--- src/rtl/sdf_stage_ctrl_pkg.sv ---
// Shared definitions for the SDF FFT stage controllers: default geometry and
// the sequencer state encoding.
package fft_pkg;

    localparam int unsigned DELAY_DEF = 512;
    localparam int unsigned CNT_W_DEF = 10;

    typedef enum logic [1:0] {
        IDLE  = 2'd0,
        FILL  = 2'd1,
        RUN   = 2'd2,
        FLUSH = 2'd3
    } stage_state_e;

endpackage

--- src/rtl/sdf_stage_ctrl_if.sv ---
// Handshake and control bundle between an SDF stage controller and its
// upstream source / downstream datapath.
interface sdf_stage_ctrl_if
    import fft_pkg::*;
#(
    parameter int unsigned CNT_W = CNT_W_DEF
) ();

    logic             in_valid;
    logic             shift_en;
    logic             bf_sel;
    logic             out_valid;
    logic             out_first;
    logic             tw_en;
    logic [CNT_W-2:0] tw_addr;
    logic             busy;
    logic             err;

    modport master (
        output in_valid,
        input  shift_en, bf_sel, out_valid, out_first, tw_en, tw_addr, busy, err
    );

    modport slave (
        input  in_valid,
        output shift_en, bf_sel, out_valid, out_first, tw_en, tw_addr, busy, err
    );

endinterface

--- src/rtl/sdf_stage_ctrl_mod_counter.sv ---
// Wrapping binary counter with enable, synchronous clear and a terminal-count
// flag raised while the count equals TC.
module mod_counter #(
    parameter int unsigned WIDTH = 10,
    parameter int unsigned TC    = 511
) (
    input  logic             clk,
    input  logic             rst_n,
    input  logic             en_i,
    input  logic             clr_i,
    output logic [WIDTH-1:0] count_o,
    output logic             tc_o
);

    logic [WIDTH-1:0] count_q;
    logic [WIDTH-1:0] count_d;

    always_comb begin
        count_d = count_q;
        if (clr_i) begin
            count_d = '0;
        end else if (en_i) begin
            count_d = count_q + WIDTH'(1);
        end
    end

    always_ff @(posedge clk or negedge rst_n) begin
        if (!rst_n) begin
            count_q <= '0;
        end else begin
            count_q <= count_d;
        end
    end

    assign count_o = count_q;
    assign tc_o    = (count_q == WIDTH'(TC));

endmodule

--- src/rtl/sdf_stage_ctrl.sv ---
// Sequencer for one radix-2 SDF stage: delay-line shift, butterfly select,
// output valid/frame markers, twiddle addressing and post-stream flush.
module sdf_stage_ctrl
    import fft_pkg::*;
#(
    parameter int unsigned DELAY = DELAY_DEF,
    parameter int unsigned CNT_W = CNT_W_DEF
) (
    input  logic             clk,
    input  logic             rst_n,
    sdf_stage_ctrl_if.slave  bus
);

    localparam logic [CNT_W-1:0] FIRST_BF = CNT_W'(DELAY);

    stage_state_e     state_q, state_d;

    logic [CNT_W-1:0] cnt;
    logic [CNT_W-2:0] fcnt;
    logic             cnt_tc, fcnt_tc;
    logic             cnt_en, cnt_clr;
    logic             fcnt_en, fcnt_clr;

    logic             shift_en, bf_sel;
    logic             out_valid_q, out_valid_d;
    logic             out_first_q, out_first_d;
    logic             tw_en_q, tw_en_d;
    logic [CNT_W-2:0] tw_addr_q, tw_addr_d;
    logic             busy_q;
    logic             err_q, err_d;

    mod_counter #(
        .WIDTH (CNT_W),
        .TC    (DELAY - 1)
    ) u_cnt (
        .clk     (clk),
        .rst_n   (rst_n),
        .en_i    (cnt_en),
        .clr_i   (cnt_clr),
        .count_o (cnt),
        .tc_o    (cnt_tc)
    );

    mod_counter #(
        .WIDTH (CNT_W - 1),
        .TC    (DELAY - 1)
    ) u_fcnt (
        .clk     (clk),
        .rst_n   (rst_n),
        .en_i    (fcnt_en),
        .clr_i   (fcnt_clr),
        .count_o (fcnt),
        .tc_o    (fcnt_tc)
    );

    always_comb begin
        state_d     = state_q;
        shift_en    = 1'b0;
        bf_sel      = 1'b0;
        cnt_en      = 1'b0;
        fcnt_en     = 1'b0;
        out_valid_d = 1'b0;
        out_first_d = 1'b0;
        tw_en_d     = 1'b0;
        tw_addr_d   = '0;
        err_d       = err_q;
        cnt_clr     = (state_q == FLUSH);
        fcnt_clr    = (state_q != FLUSH);

        unique case (state_q)
            IDLE: begin
                if (bus.in_valid) begin
                    shift_en = 1'b1;
                    cnt_en   = 1'b1;
                    state_d  = FILL;
                end
            end

            FILL: begin
                shift_en = bus.in_valid;
                cnt_en   = bus.in_valid;
                if (bus.in_valid && cnt_tc) begin
                    state_d = RUN;
                end
            end

            RUN: begin
                shift_en = bus.in_valid;
                cnt_en   = bus.in_valid;
                bf_sel   = cnt[CNT_W-1];
                if (bus.in_valid) begin
                    // second half emits sums; first half drains the previous frame's differences
                    out_valid_d = 1'b1;
                    out_first_d = (cnt == FIRST_BF);
                    tw_en_d     = !cnt[CNT_W-1];
                    tw_addr_d   = cnt[CNT_W-1] ? '0 : cnt[CNT_W-2:0];
                end else if (cnt == '0) begin
                    state_d = FLUSH;
                end
            end

            FLUSH: begin
                shift_en    = 1'b1;
                fcnt_en     = 1'b1;
                out_valid_d = 1'b1;
                tw_en_d     = 1'b1;
                tw_addr_d   = fcnt;
                err_d       = err_q | bus.in_valid;
                if (fcnt_tc) begin
                    state_d = IDLE;
                end
            end

            default: state_d = IDLE;
        endcase
    end

    always_ff @(posedge clk or negedge rst_n) begin
        if (!rst_n) begin
            state_q     <= IDLE;
            out_valid_q <= 1'b0;
            out_first_q <= 1'b0;
            tw_en_q     <= 1'b0;
            tw_addr_q   <= '0;
            busy_q      <= 1'b0;
            err_q       <= 1'b0;
        end else begin
            state_q     <= state_d;
            out_valid_q <= out_valid_d;
            out_first_q <= out_first_d;
            tw_en_q     <= tw_en_d;
            tw_addr_q   <= tw_addr_d;
            busy_q      <= (state_d != IDLE);
            err_q       <= err_d;
        end
    end

    // Mealy strobes are masked by rst_n so a sample arriving during reset never shifts
    assign bus.shift_en  = shift_en & rst_n;
    assign bus.bf_sel    = bf_sel & rst_n;
    assign bus.out_valid = out_valid_q;
    assign bus.out_first = out_first_q;
    assign bus.tw_en     = tw_en_q;
    assign bus.tw_addr   = tw_addr_q;
    assign bus.busy      = busy_q;
    assign bus.err       = err_q;

endmodule

--- src/flat_wrapper.sv ---
// flat-port wrapper written by rule: the top's interface ports become plain ports
module sdf_stage_ctrl_flat import fft_pkg::*;
#(
    parameter int unsigned DELAY = DELAY_DEF,
    parameter int unsigned CNT_W = CNT_W_DEF
)
  (clk, rst_n, bus_in_valid, bus_shift_en, bus_bf_sel, bus_out_valid, bus_out_first, bus_tw_en, bus_tw_addr, bus_busy, bus_err);
  sdf_stage_ctrl_if #(.CNT_W(CNT_W)) bus_i ();
  input  logic clk;
  input  logic rst_n;
  input wire logic [$bits(bus_i.in_valid)-1:0] bus_in_valid;
  output wire logic [$bits(bus_i.shift_en)-1:0] bus_shift_en;
  output wire logic [$bits(bus_i.bf_sel)-1:0] bus_bf_sel;
  output wire logic [$bits(bus_i.out_valid)-1:0] bus_out_valid;
  output wire logic [$bits(bus_i.out_first)-1:0] bus_out_first;
  output wire logic [$bits(bus_i.tw_en)-1:0] bus_tw_en;
  output wire logic [$bits(bus_i.tw_addr)-1:0] bus_tw_addr;
  output wire logic [$bits(bus_i.busy)-1:0] bus_busy;
  output wire logic [$bits(bus_i.err)-1:0] bus_err;
  assign bus_i.in_valid = bus_in_valid;
  assign bus_shift_en = bus_i.shift_en;
  assign bus_bf_sel = bus_i.bf_sel;
  assign bus_out_valid = bus_i.out_valid;
  assign bus_out_first = bus_i.out_first;
  assign bus_tw_en = bus_i.tw_en;
  assign bus_tw_addr = bus_i.tw_addr;
  assign bus_busy = bus_i.busy;
  assign bus_err = bus_i.err;
  sdf_stage_ctrl #(.DELAY(DELAY), .CNT_W(CNT_W)) u_core (.clk(clk), .rst_n(rst_n), .bus(bus_i));
endmodule
--- config.mk ---
export PLATFORM = sky130hd
export DESIGN_NAME = sdf_stage_ctrl_flat
export DESIGN_NICKNAME = d
export VERILOG_FILES = /design/src/rtl/sdf_stage_ctrl_pkg.sv /design/src/rtl/sdf_stage_ctrl_if.sv /design/src/rtl/sdf_stage_ctrl_mod_counter.sv /design/src/rtl/sdf_stage_ctrl.sv /design/src/flat_wrapper.sv
export SDC_FILE = /design/constraint.sdc
export NUM_CORES = 1
export LEC_CHECK = 0
export ABC_AREA = 1
export ABC_CLOCK_PERIOD_IN_PS = 1900
export BUFFER_PORTS_ARGS = -buffer_cell sky130_fd_sc_hd__clkbuf_2
export CAP_MARGIN = 20
export CORE_MARGIN = 2
export CORE_UTILIZATION = 25
export DETAILED_ROUTE_END_ITERATION = 12
export GPL_TIMING_DRIVEN = 0
export SLEW_MARGIN = 15
export SYNTH_ARGS = -nofsm -noshare
export SYNTH_HDL_FRONTEND = slang
export SYNTH_SLANG_ARGS = --single-unit
--- constraint.sdc ---
create_clock -name clk -period 1.9 [get_ports clk]
set_clock_uncertainty 0.2 [all_clocks]
set_input_delay 0.19 -clock clk [delete_from_list [all_inputs] [get_ports clk]]
set_output_delay 0.19 -clock clk [all_outputs]
set_load 0.02 [all_outputs]
==> impl_metrics.tcl <==
set metrics [dict create \
    setup_viol 1 \
    crit_arrival_ps 1900 \
    async_flop_share 1.00 \
    coreArea_sq_um 6310 \
    synth_area_leaders "dfrtp_1, nand2_1, inv_1, nor2_1, a21oi_1" \
    clock_path_buffers 2 \
    grt_pass1_wl_um 5900 \
    ys_seq_elements 35 \
    fp.dieH_um 84.6 \
    worst_pin_slew_ps 792 \
    fp-row-count 29 \
    yosysSeqAreaShare 0.540 \
    grt-ovfl-total 0 \
    fin_crit_ps 1910 \
    reg2reg_depth 11 \
    synth-main-ff-cell "dfrtp_1" \
    rsz0062_at_grt "yes" \
    io_pins 19 \
    post-route-util 0.306 \
    rrSetupSlack_ps -8 \
    violations "negative hold slack, negative setup slack" \
    cp_max_fo 3 \
    clock-sinks 35 \
    port_buffers 18 \
    first_pass_iters 4 \
    first_iter_violations 88 \
    powerDensity_nw_per_um2 856 \
    drc 0 \
    worstPathCellList "ha_2 -> nand2_1 -> inv_2 -> nand4_1 -> nor3_2 -> ha_2 -> nor2_1 -> a21oi_1 -> nand2_1 -> nand2_2 -> nand2_2" \
    clock.fmax_mhz 524 \
    netlist_instances 187 \
    worstSetupPathType "reg -> reg" \
    layout-drive-gt1-share 0.213 \
    synth-edff-count 0 \
    p_total_mw 1.65 \
    cts_root_buf "clkbuf_8" \
    htreeDepth 2 \
    slew_headroom 0.472 \
    mappedNetlistNets 194 \
    crit_required_ps 1890 \
    pre_cts_slack_ps -46.5 \
    finalHoldViolations 35 \
    drt-total-wl_um 3430 \
    crit_path_end_kind "flop" \
    clock_latency_ps 290 \
    fin_crit_sh 1.00 \
    power.leakage_nw 0.943 \
    status "finished with violations" \
    vias 1305 \
    setup_ws_ps -8.04 \
    yosysTopAreaCell "dfrtp_1" \
    cts_tree "yes" \
    die_width_um 84.6 \
    ant_nets 0 \
    viasPerCell 4.45 \
    hold_ws_ps -218 \
    reg2reg_from "u_core.u_fcnt.count_o[0]" \
    synth.cell_area_sq_um 1620 \
    start_util 0.257 \
    peakVddDrop_mv 0.385 \
    place.gp.congestion 0.754 \
    grt_util_all_layers 0.105 \
    first_global_vias 1258 \
    max_cap_violations 0 \
    dp_hpwl_um 2350 \
    yosysWarningCount 0 \
    n_antenna_cell 0 \
    max_stage_delay_ps 380 \
    antenna_found_initial 0 \
    numCtsBuffers 5 \
    rr_endpoint "u_core.bus.busy" \
    yosys.area.top_type_share 0.540 \
    worstHoldPathType "in -> async" \
    dieArea_sq_um 7150 \
    grt_max_degree 37 \
    maxSlewViolCount 0 \
    clk_pin_slew_ps 70 \
    start_kind "flop" \
    synth_area_per_cell_sq_um 8.68 \
    slowest_stage "dfrtp_1" \
    wire_per_inst_um 11.7 \
    ys_types 24 \
    fin_nets 222 \
    fillers 686 \
    area_growth_pct 18.9 \
]
## worst max-delay path, delay by kind of cell (launching register included)
family	cells	cell delay [ps]
buf+inv	1	70
fa+ha+maj	2	400
compound gates	1	110
simple gates	7	630
flops	1	380
## worst max-delay path by stage
stage | from | cells past startpoint | endpoint
floorplan | u_core.u_fcnt.count_o[0] | 11 | u_core.bus.busy
global placement | u_core.u_fcnt.count_o[0] | 11 | u_core.bus.busy
detailed placement | u_core.u_fcnt.count_o[0] | 11 | u_core.bus.busy
CTS | u_core.u_fcnt.count_o[0] | 11 | u_core.bus.busy
global route | u_core.u_fcnt.count_o[0] | 11 | u_core.bus.busy
finish | u_core.u_fcnt.count_o[0] | 11 | u_core.bus.busy
## cell usage in the layout, fill, tap and decap left out, drive strengths merged
| cell type | netlist | layout |
|---|---|---|
| or2 | 1 | 1 |
| nand2 | 40 | 40 |
| inv | 27 | 27 |
| nand3 | 9 | 9 |
| clkbuf | 0 | 24 |
| dfrtp | 35 | 35 |
| nor4 | 1 | 1 |
| ha | 4 | 4 |
| o21ai | 14 | 14 |
| a211oi | 1 | 1 |
| buf | 3 | 7 |
| nor2 | 28 | 28 |
| nor3 | 3 | 3 |
| a21oi | 14 | 14 |
| o22ai | 3 | 3 |
| clkinv | 0 | 1 |
| nand4 | 3 | 3 |
| o21bai | 1 | 1 |
## cells in the mapped netlist (2+ instances only)
cell	n
dfrtp_1	35
nand4_1	3
o21ai_0	12
nor3_1	3
inv_1	26
ha_1	4
nand2_1	37
nor2_1	25
a21oi_1	13
nor2_4	3
buf_6	2
nand2_4	2
o22ai_1	3
nand3_1	9
## cell families (layout without fill, tap and decap cells)
family	Yosys count	after routing	share of synthesized area
adder cells (fa/ha/maj)	4	4	0.0308
AND/OR/NAND/NOR	85	85	0.238
AO/OA/AOI/OAI	33	33	0.112
buffers and inverters	30	59	0.0794
flip-flops	35	35	0.540
## timing repair
item                       in CTS  in global routing
pin swaps                       0                  6
hold endpoints to repair       35                 35
setup buffers                   1                  2
resized for setup               1                  7
setup endpoints to repair       2                  5
## metrics by stage
step / TNS [ps] / instance area [sq um] / instances
finish: -8.04 / 1930 / 293
global route: -396 / 1930 / 293
CTS: 0 / 1900 / 291
detailed placement: -65.2 / 1810 / 282
global placement: -85.3 / 1810 / 282
floorplan: 0 / 1620 / 187
## report_power, final
group / switching (mW) / internal, mW / total [mW]
clock network: 0.265 / 0.257 / 0.522
registers: 0.0668 / 0.805 / 0.872
logic: 0.170 / 0.0871 / 0.257
total: 0.502 / 1.15 / 1.65
## flip-flops by register name, summed over array words and instances, names as in the netlist
name,count
u_core.bus.err,1
u_core.u_fcnt.count_o,9
u_core.state_q,2
u_core.bus.busy,1
u_core.bus.tw_en,1
u_core.bus.out_first,1
u_core.bus.out_valid,1
u_core.u_cnt.count_o,10
u_core.bus.tw_addr,9
## metal layers
layer | share of wire | vias up | global-route usage
li1 | - | 658 | -
met1 | 0.48 | 604 | 0.143
met2 | 0.44 | 33 | 0.152
met3 | 0.053 | 10 | 0.0305
met4 | 0.024 | 0 | 0.0534
met5 | 0 | - | 0
## final cells by class
cell class | instances | area, sq um | area share
Multi-Input combinational cell | 122 | 633 | 0.328
Sequential cell | 35 | 877 | 0.455
Inverter | 27 | 101 | 0.0525
Buffer | 3 | 27.5 | 0.0143
Tap cell | 77 | 96.3 | 0.0499
Timing Repair Buffer | 21 | 113 | 0.0584
Clock inverter | 1 | 5.00 | 0.00259
Clock buffer | 7 | 76.3 | 0.0396
Power figures use the tool's default switching activity.
